<file path="src/rtl/uba_regrd_if.sv">
// Backplane read-handshake signals between the bus initiator and the UBA read responder.
interface uba_regrd_if;
  logic        busREQI;
  logic [0:35] busADDRI;
  logic [0:35] busDATAO;
  logic        busACKO;

  modport slave  (input  busREQI, busADDRI, output busDATAO, busACKO);
  modport master (output busREQI, busADDRI, input  busDATAO, busACKO);
endinterface

</file>
<file path="src/rtl/uba_regrd.sv">
// UBA register read responder: decodes IO reads of the status, maintenance and paging
// registers and returns one acknowledged data word per request.
module uba_regrd #(
  parameter logic [3:0]  ubaNUM  = 4'd3,
  parameter logic [17:0] ubaSR   = 18'o763100,
  parameter logic [17:0] ubaMR   = 18'o763101,
  parameter logic [17:0] ubaPAGE = 18'o763000
) (
  input  logic        clk,
  input  logic        rst,
  uba_regrd_if.slave  bus,
  input  logic [0:35] regUBASR,
  input  logic [0:35] pageDATA,
  output logic [5:0]  pageADDR
);

  typedef enum logic [1:0] {
    ST_IDLE,
    ST_PGRD,
    ST_ACK,
    ST_DROP
  } state_t;

  state_t      state_q, state_d;
  logic        ack_q, ack_d;
  logic [0:35] dout_q, dout_d;
  logic [5:0]  page_addr_q, page_addr_d;

  logic [17:0] reg_addr;
  logic        io_rd;
  logic        sr_hit;
  logic        mr_hit;
  logic        page_hit;
  logic        unused_addr_bits;

  assign reg_addr = bus.busADDRI[18:35];
  assign io_rd    = bus.busREQI & bus.busADDRI[3] & bus.busADDRI[6] &
                    (bus.busADDRI[14:17] == ubaNUM);
  assign sr_hit   = io_rd && (reg_addr == ubaSR);
  assign mr_hit   = io_rd && (reg_addr == ubaMR);
  assign page_hit = io_rd && (reg_addr >= ubaPAGE) && (reg_addr <= ubaPAGE + 18'd63);

  assign unused_addr_bits = ^{bus.busADDRI[0:2], bus.busADDRI[4:5], bus.busADDRI[7:13]};

  always_comb begin
    state_d     = state_q;
    ack_d       = 1'b0;
    dout_d      = '0;
    page_addr_d = page_addr_q;
    case (state_q)
      ST_IDLE: begin
        if (sr_hit) begin
          dout_d  = regUBASR;
          ack_d   = 1'b1;
          state_d = ST_ACK;
        end else if (mr_hit) begin
          // CR bit and everything else in the maintenance register read back as zero
          ack_d   = 1'b1;
          state_d = ST_ACK;
        end else if (page_hit) begin
          page_addr_d = bus.busADDRI[30:35];
          state_d     = ST_PGRD;
        end
      end
      ST_PGRD: begin
        dout_d  = pageDATA;
        ack_d   = 1'b1;
        state_d = ST_ACK;
      end
      ST_ACK: begin
        state_d = ST_DROP;
      end
      ST_DROP: begin
        // Hold off until the initiator releases the request so a held request acks once
        if (!bus.busREQI) begin
          state_d = ST_IDLE;
        end
      end
      default: begin
        state_d = ST_IDLE;
      end
    endcase
  end

  always_ff @(posedge clk) begin
    if (rst) begin
      state_q     <= ST_IDLE;
      ack_q       <= 1'b0;
      dout_q      <= '0;
      page_addr_q <= '0;
    end else begin
      state_q     <= state_d;
      ack_q       <= ack_d;
      dout_q      <= dout_d;
      page_addr_q <= page_addr_d;
    end
  end

  assign bus.busACKO  = ack_q;
  assign bus.busDATAO = dout_q;
  assign pageADDR     = page_addr_q;

endmodule
</file>
<file path="src/flat_wrapper.sv">
// flat-port wrapper written by rule: the top's interface ports become plain ports
module uba_regrd_flat 
#(
  parameter logic [3:0]  ubaNUM  = 4'd3,
  parameter logic [17:0] ubaSR   = 18'o763100,
  parameter logic [17:0] ubaMR   = 18'o763101,
  parameter logic [17:0] ubaPAGE = 18'o763000
)
  (clk, rst, regUBASR, pageDATA, pageADDR, bus_busREQI, bus_busADDRI, bus_busDATAO, bus_busACKO);
  uba_regrd_if bus_i ();
  input  logic clk;
  input  logic rst;
  input  logic [0:35] regUBASR;
  input  logic [0:35] pageDATA;
  output logic [5:0] pageADDR;
  input wire logic [$bits(bus_i.busREQI)-1:0] bus_busREQI;
  input wire logic [$bits(bus_i.busADDRI)-1:0] bus_busADDRI;
  output wire logic [$bits(bus_i.busDATAO)-1:0] bus_busDATAO;
  output wire logic [$bits(bus_i.busACKO)-1:0] bus_busACKO;
  assign bus_i.busREQI = bus_busREQI;
  assign bus_i.busADDRI = bus_busADDRI;
  assign bus_busDATAO = bus_i.busDATAO;
  assign bus_busACKO = bus_i.busACKO;
  uba_regrd #(.ubaNUM(ubaNUM), .ubaSR(ubaSR), .ubaMR(ubaMR), .ubaPAGE(ubaPAGE)) u_core (.clk(clk), .rst(rst), .bus(bus_i), .regUBASR(regUBASR), .pageDATA(pageDATA), .pageADDR(pageADDR));
endmodule
</file>
<file path="config.mk">
export PLATFORM = sky130hd
export DESIGN_NAME = uba_regrd_flat
export DESIGN_NICKNAME = d
export VERILOG_FILES = /design/src/rtl/uba_regrd_if.sv /design/src/rtl/uba_regrd.sv /design/src/flat_wrapper.sv
export SDC_FILE = /design/constraint.sdc
export NUM_CORES = 1
export LEC_CHECK = 0
export CORE_UTILIZATION = 31
export DETAILED_ROUTE_END_ITERATION = 7
export PLACE_DENSITY_LB_ADDON = 0.05
export SETUP_SLACK_MARGIN = 0.15
export SLEW_MARGIN = 20
export SYNTH_ARGS = -nofsm -noshare
export SYNTH_HDL_FRONTEND = slang
export SYNTH_SLANG_ARGS = --single-unit
</file>
<file path="constraint.sdc">
create_clock -name clk -period 2 [get_ports clk]
set_input_delay 0.6 -clock clk [delete_from_list [all_inputs] [get_ports clk]]
set_output_delay 0.6 -clock clk [all_outputs]
set_load 0.02 [all_outputs]
</file>
* Word-level counts from Yosys, hierarchy flattened
Index checks and enable logic that the tools add are counted.
** Word-level totals
- Register bits :: 45
- Input bits :: 111
- Output and inout port bits :: 43
- Word-level logic and storage cells :: 36
** Operators by class
- Magnitude comparators :: 2
- Eq/ne operators :: 8
- Multiplexer cells :: 10
- Bitwise operators :: 5
- Reduce and logical (&&, ||, !) cells :: 7
** Operators with widths (number)
- $pmux 36 s2 :: 1
- $eq 18x18->1 const B :: 2
- $mux 36 :: 1
- $ge 18x18->1 const B :: 1
- $le 18x18->1 const B :: 1
- $mux 2 :: 4
- $pmux 2 s4 :: 1
- $eq 2x2->1 const B :: 2
- $eq 4x2->1 const B :: 1
- $logic_and 1x1->1 :: 4
- $ne 4x1->1 const B :: 1
- $reduce_and 4->1 :: 1
- $and 1x1->1 :: 3
- $eq 2x1->1 const B :: 1
- $logic_not 2->1 :: 1
- $mux 1 :: 2
- $ne 2x2->1 const B :: 1
- $not 1->1 :: 2
- $pmux 1 s2 :: 1
- $reduce_and 2->1 :: 1

* Logic depth before layout (Yosys ltp)
- Depth after elaboration :: 9
- Mapped depth :: 8
- Mapped depth without buffers :: 5

* Least setup slack after synthesis
OpenSTA, ideal clock, no wires.
- Kind :: input-to-reg
- From :: in bus_busADDRI[12]
- To :: reg u_core.dout_q, in the netlist u_core.bus.busDATAO[10]
- Data arrival time :: 1.725 ns
- Required time :: 1.883 ns
- Setup slack :: 0.158 ns
- Stages on the path :: 7
- Buffers on the path :: 3
- Cell sequence :: and4bb_4 > and2_4 > buf_6 > and4_4 > buf_12 > buf_12 > a22o_2
** Between the ends
- Cells in the longest elaborated chain, start to end :: 4
** RTL lines
- start: declaration :: RTL line flat_wrapper.sv:17 : input wire logic [$bits(bus_i.busADDRI)-1:0] bus_busADDRI;
- $eq 18x18->1 :: RTL line uba_regrd.sv:39 : assign sr_hit = io_rd && (reg_addr == ubaSR);
- $logic_and 1x1->1 :: RTL line uba_regrd.sv:39
- $mux 36 :: RTL line uba_regrd.sv:52 : if (sr_hit) begin
- $pmux 36 s2 :: RTL line uba_regrd.sv:50 : case (state_q)
- end signal: assignment :: RTL line uba_regrd.sv:94 : dout_q <= dout_d;
- end: declaration :: RTL line uba_regrd.sv:26 : logic [0:35] dout_q, dout_d;
Every way passes these cells.
A chain may end at the register's enable or synchronous reset.

* Final worst setup path
- From :: reg u_core.dout_q, in the netlist u_core.bus.busDATAO[6]
- To :: out bus_busDATAO[29]
** RTL lines
- end: declaration :: RTL line flat_wrapper.sv:18 : output wire logic [$bits(bus_i.busDATAO)-1:0] bus_busDATAO;
No word-level cell between the ends.

==> results.sh <==
export IMPL_gr_usage_all_layers=0.1849
export IMPL_final_cell_mix="103 x clkdlybuf4s50_1, 45 x dfxtp_1, 26 x a22o_2"
export IMPL_grt_pass1_wl_mm=8.562
export IMPL_status="finished, final reports clean"
export IMPL_fillCellCount=450
export IMPL_clockRootBuffer="clkbuf_8"
export IMPL_cts_hold_buffers=0
export IMPL_ys_seq_elements=45
export IMPL_yosysSeqAreaShare=0.5172
export IMPL_grt_setup_unrepaired="no"
export IMPL_antenna_found_initial=0
export IMPL_synthArstFlopShare=0
export IMPL_core_rowCount=26
export IMPL_grt_use_met1=0.2184
export IMPL_num_antenna_cells=0
export IMPL_finalCritPeriodShare=0.9093
export IMPL_cts_made_buffers=5
export IMPL_p_leak_nw=1.765
export IMPL_num_io_pins=154
export IMPL_drive_gt1_frac=0.2258
export IMPL_wl_mm=5.454
export IMPL_seqCellArea_um2=900.9
export IMPL_hpwlAfterDp_mm=4.043
export IMPL_top_usage_layer="met2"
export IMPL_use_met2=0.3232
export IMPL_port_buffers=141
export IMPL_cts_tree="done"
export IMPL_clk_pin_slew_ps=80
export IMPL_p_per_area_mw_per_mm2=493.5
export IMPL_core_area_mm2=0.005270
export IMPL_ys_warn_count=0
export IMPL_peakVddDrop_mv=0.3050
export IMPL_crit_arrival_ps=1220
export IMPL_maxSlewViolCount=0
export IMPL_overflow=0
export IMPL_initial_utilization=0.3305
export IMPL_required_ps=1400
export IMPL_die_h_um=76.96
export IMPL_finalHoldViolations=0
export IMPL_path_buf_inv=1
export IMPL_ant_nets=0
export IMPL_cap_violations=0
export IMPL_avgRoutedWirePerCell_um=14.35
export IMPL_multiInputGateArea_um2=743.2
export IMPL_crit_path_max_fanout=1
export IMPL_syn_to_final_growth_pct=106.5
export IMPL_synth_edff_count=0
export IMPL_critPathLaunchType="flip-flop"
export IMPL_period_needed_ps=1819
export IMPL_syn_area_mm2=0.001742
export IMPL_cpMaxStageDelayCell="clkdlybuf4s50_1"
export IMPL_layout_nets=425
export IMPL_die_w_um=76.96
export IMPL_first_pass_iters=4
export IMPL_clockBufferDepth=2
export IMPL_synth_nets=262
export IMPL_finalClockSkew_ps=8.447
export IMPL_clock_sinks=45
export IMPL_gp_congestion=0.7901
export IMPL_ys_dominant_reg_cell="dfxtp_1"
export IMPL_grt_pass1_vias=1730
export IMPL_worstMarginPinSlew_ps=267.7
export IMPL_netlist_instances=147
export IMPL_max_freq_mhz=549.9
export IMPL_crit_path_end_kind="primary output"
export IMPL_vias=1787
export IMPL_drc=0
export IMPL_pre_cts_slack_ps=-282.1
export IMPL_syn_avg_cell_area_um2=11.85
export IMPL_htreeDepth=2
export IMPL_cpPeakStageDelay_ps=600
export IMPL_hold_class="flip-flop to flip-flop"
export IMPL_grt_use_met3=0.04881
export IMPL_viasPerCell=4.703
export IMPL_final_common_cell="clkdlybuf4s50_1"
export IMPL_grt_max_degree=30
export IMPL_insertion_delay_ps=290
export IMPL_worstSetupPathType="flip-flop to primary output"
export IMPL_setup_viol=0
export IMPL_maxSlewHeadroom=0.8212
export IMPL_ys_types=29
export IMPL_setup_tns_ps=0
export IMPL_design_die_area_mm2=0.005922
export IMPL_path_delay_family="buffers and inverters"
export IMPL_drtIter0Drc=41
export IMPL_fin_ws_ps=181.4
export IMPL_fin_util=0.6823
export IMPL_worstPathCellList="clkdlybuf4s50_1"
[metal layers]
metal | vias to the layer above | wire, um
li1 | 890 | -
met1 | 810 | 2252
met2 | 80 | 2733
met3 | 7 | 409
met4 | 0 | 59
met5 | - | 0
[cells by family after synthesis]
logic type,Yosys count,synth area share
AOI/OAI and AO/OA,57,0.2751
adders and majority gates,4,0.02874
buffers and inverters,14,0.07255
DFF,45,0.5172
and+or+nand+nor,27,0.1063
[cells in the mapped netlist, types with 4 or more instances]
| library cell | number | area share |
|---|---|---|
| dfxtp_1 | 45 | 0.52 |
| a22o_2 | 28 | 0.16 |
| a21oi_1 | 8 | 0.023 |
| a22o_1 | 8 | 0.040 |
| nand4_1 | 8 | 0.029 |
| o21ai_0 | 7 | 0.020 |
| buf_12 | 4 | 0.046 |
| clkbuf_1 | 4 | 0.0086 |
| ha_1 | 4 | 0.029 |
| inv_1 | 4 | 0.0086 |
| nand3_1 | 4 | 0.011 |
| nor2_1 | 4 | 0.0086 |
[state kept, by name, summed over array words and instances (netlist names)]
signal / count
u_core.state_q: 2
u_core.pageADDR: 6
u_core.bus.busACKO: 1
u_core.bus.busDATAO: 36
[power breakdown]
group	internal [mW]	switching, mW	leakage [nW]	total, mW
sequential	0.895	0.0000636	0.362	0.895
clock	0.363	0.295	0.0540	0.658
combinational	0.175	0.0472	1.35	0.222
[final timing paths]
check | start | to | slack [ps] | cells past startpoint
min reg2reg | u_core.pageADDR[4] | u_core.pageADDR[4] | 480 | 2
max | u_core.bus.busDATAO[6] | bus_busDATAO[29] | 180 | 1
min | u_core.pageADDR[4] | u_core.pageADDR[4] | 480 | 2
max reg2reg | u_core.state_q[0] | u_core.bus.busDATAO[32] | 290 | 7
[layout make-up]
class,instances,share of cell area
clock inverter,2,0.009743
tap,70,0.02436
timing repair buffer,166,0.4854
inverter,4,0.004175
clock buffer,5,0.01914
sequential,45,0.2505
multi-input combinational,88,0.2067
[per-stage QoR]
stage | total power, mW | hold WS, ps | instances | instance area [um^2]
after floorplan | 0.9327 | 549.5 | 147 | 1742
after global placement | 1.140 | 459.2 | 366 | 3304
after detailed placement | 1.143 | 469.5 | 366 | 3304
after CTS | 1.796 | 481.3 | 379 | 3527
after global routing | 1.853 | 506.2 | 380 | 3596
final | 1.775 | 479.2 | 380 | 3596
[timing repair]
item / CTS / global route
pin swaps: 9 / 8
endpoints found under the setup margin: 39 / 57
cloned: 2 / 0
setup buffers: 4 / 1
resized for setup: 21 / 25
Power figures use the tool's default switching activity.
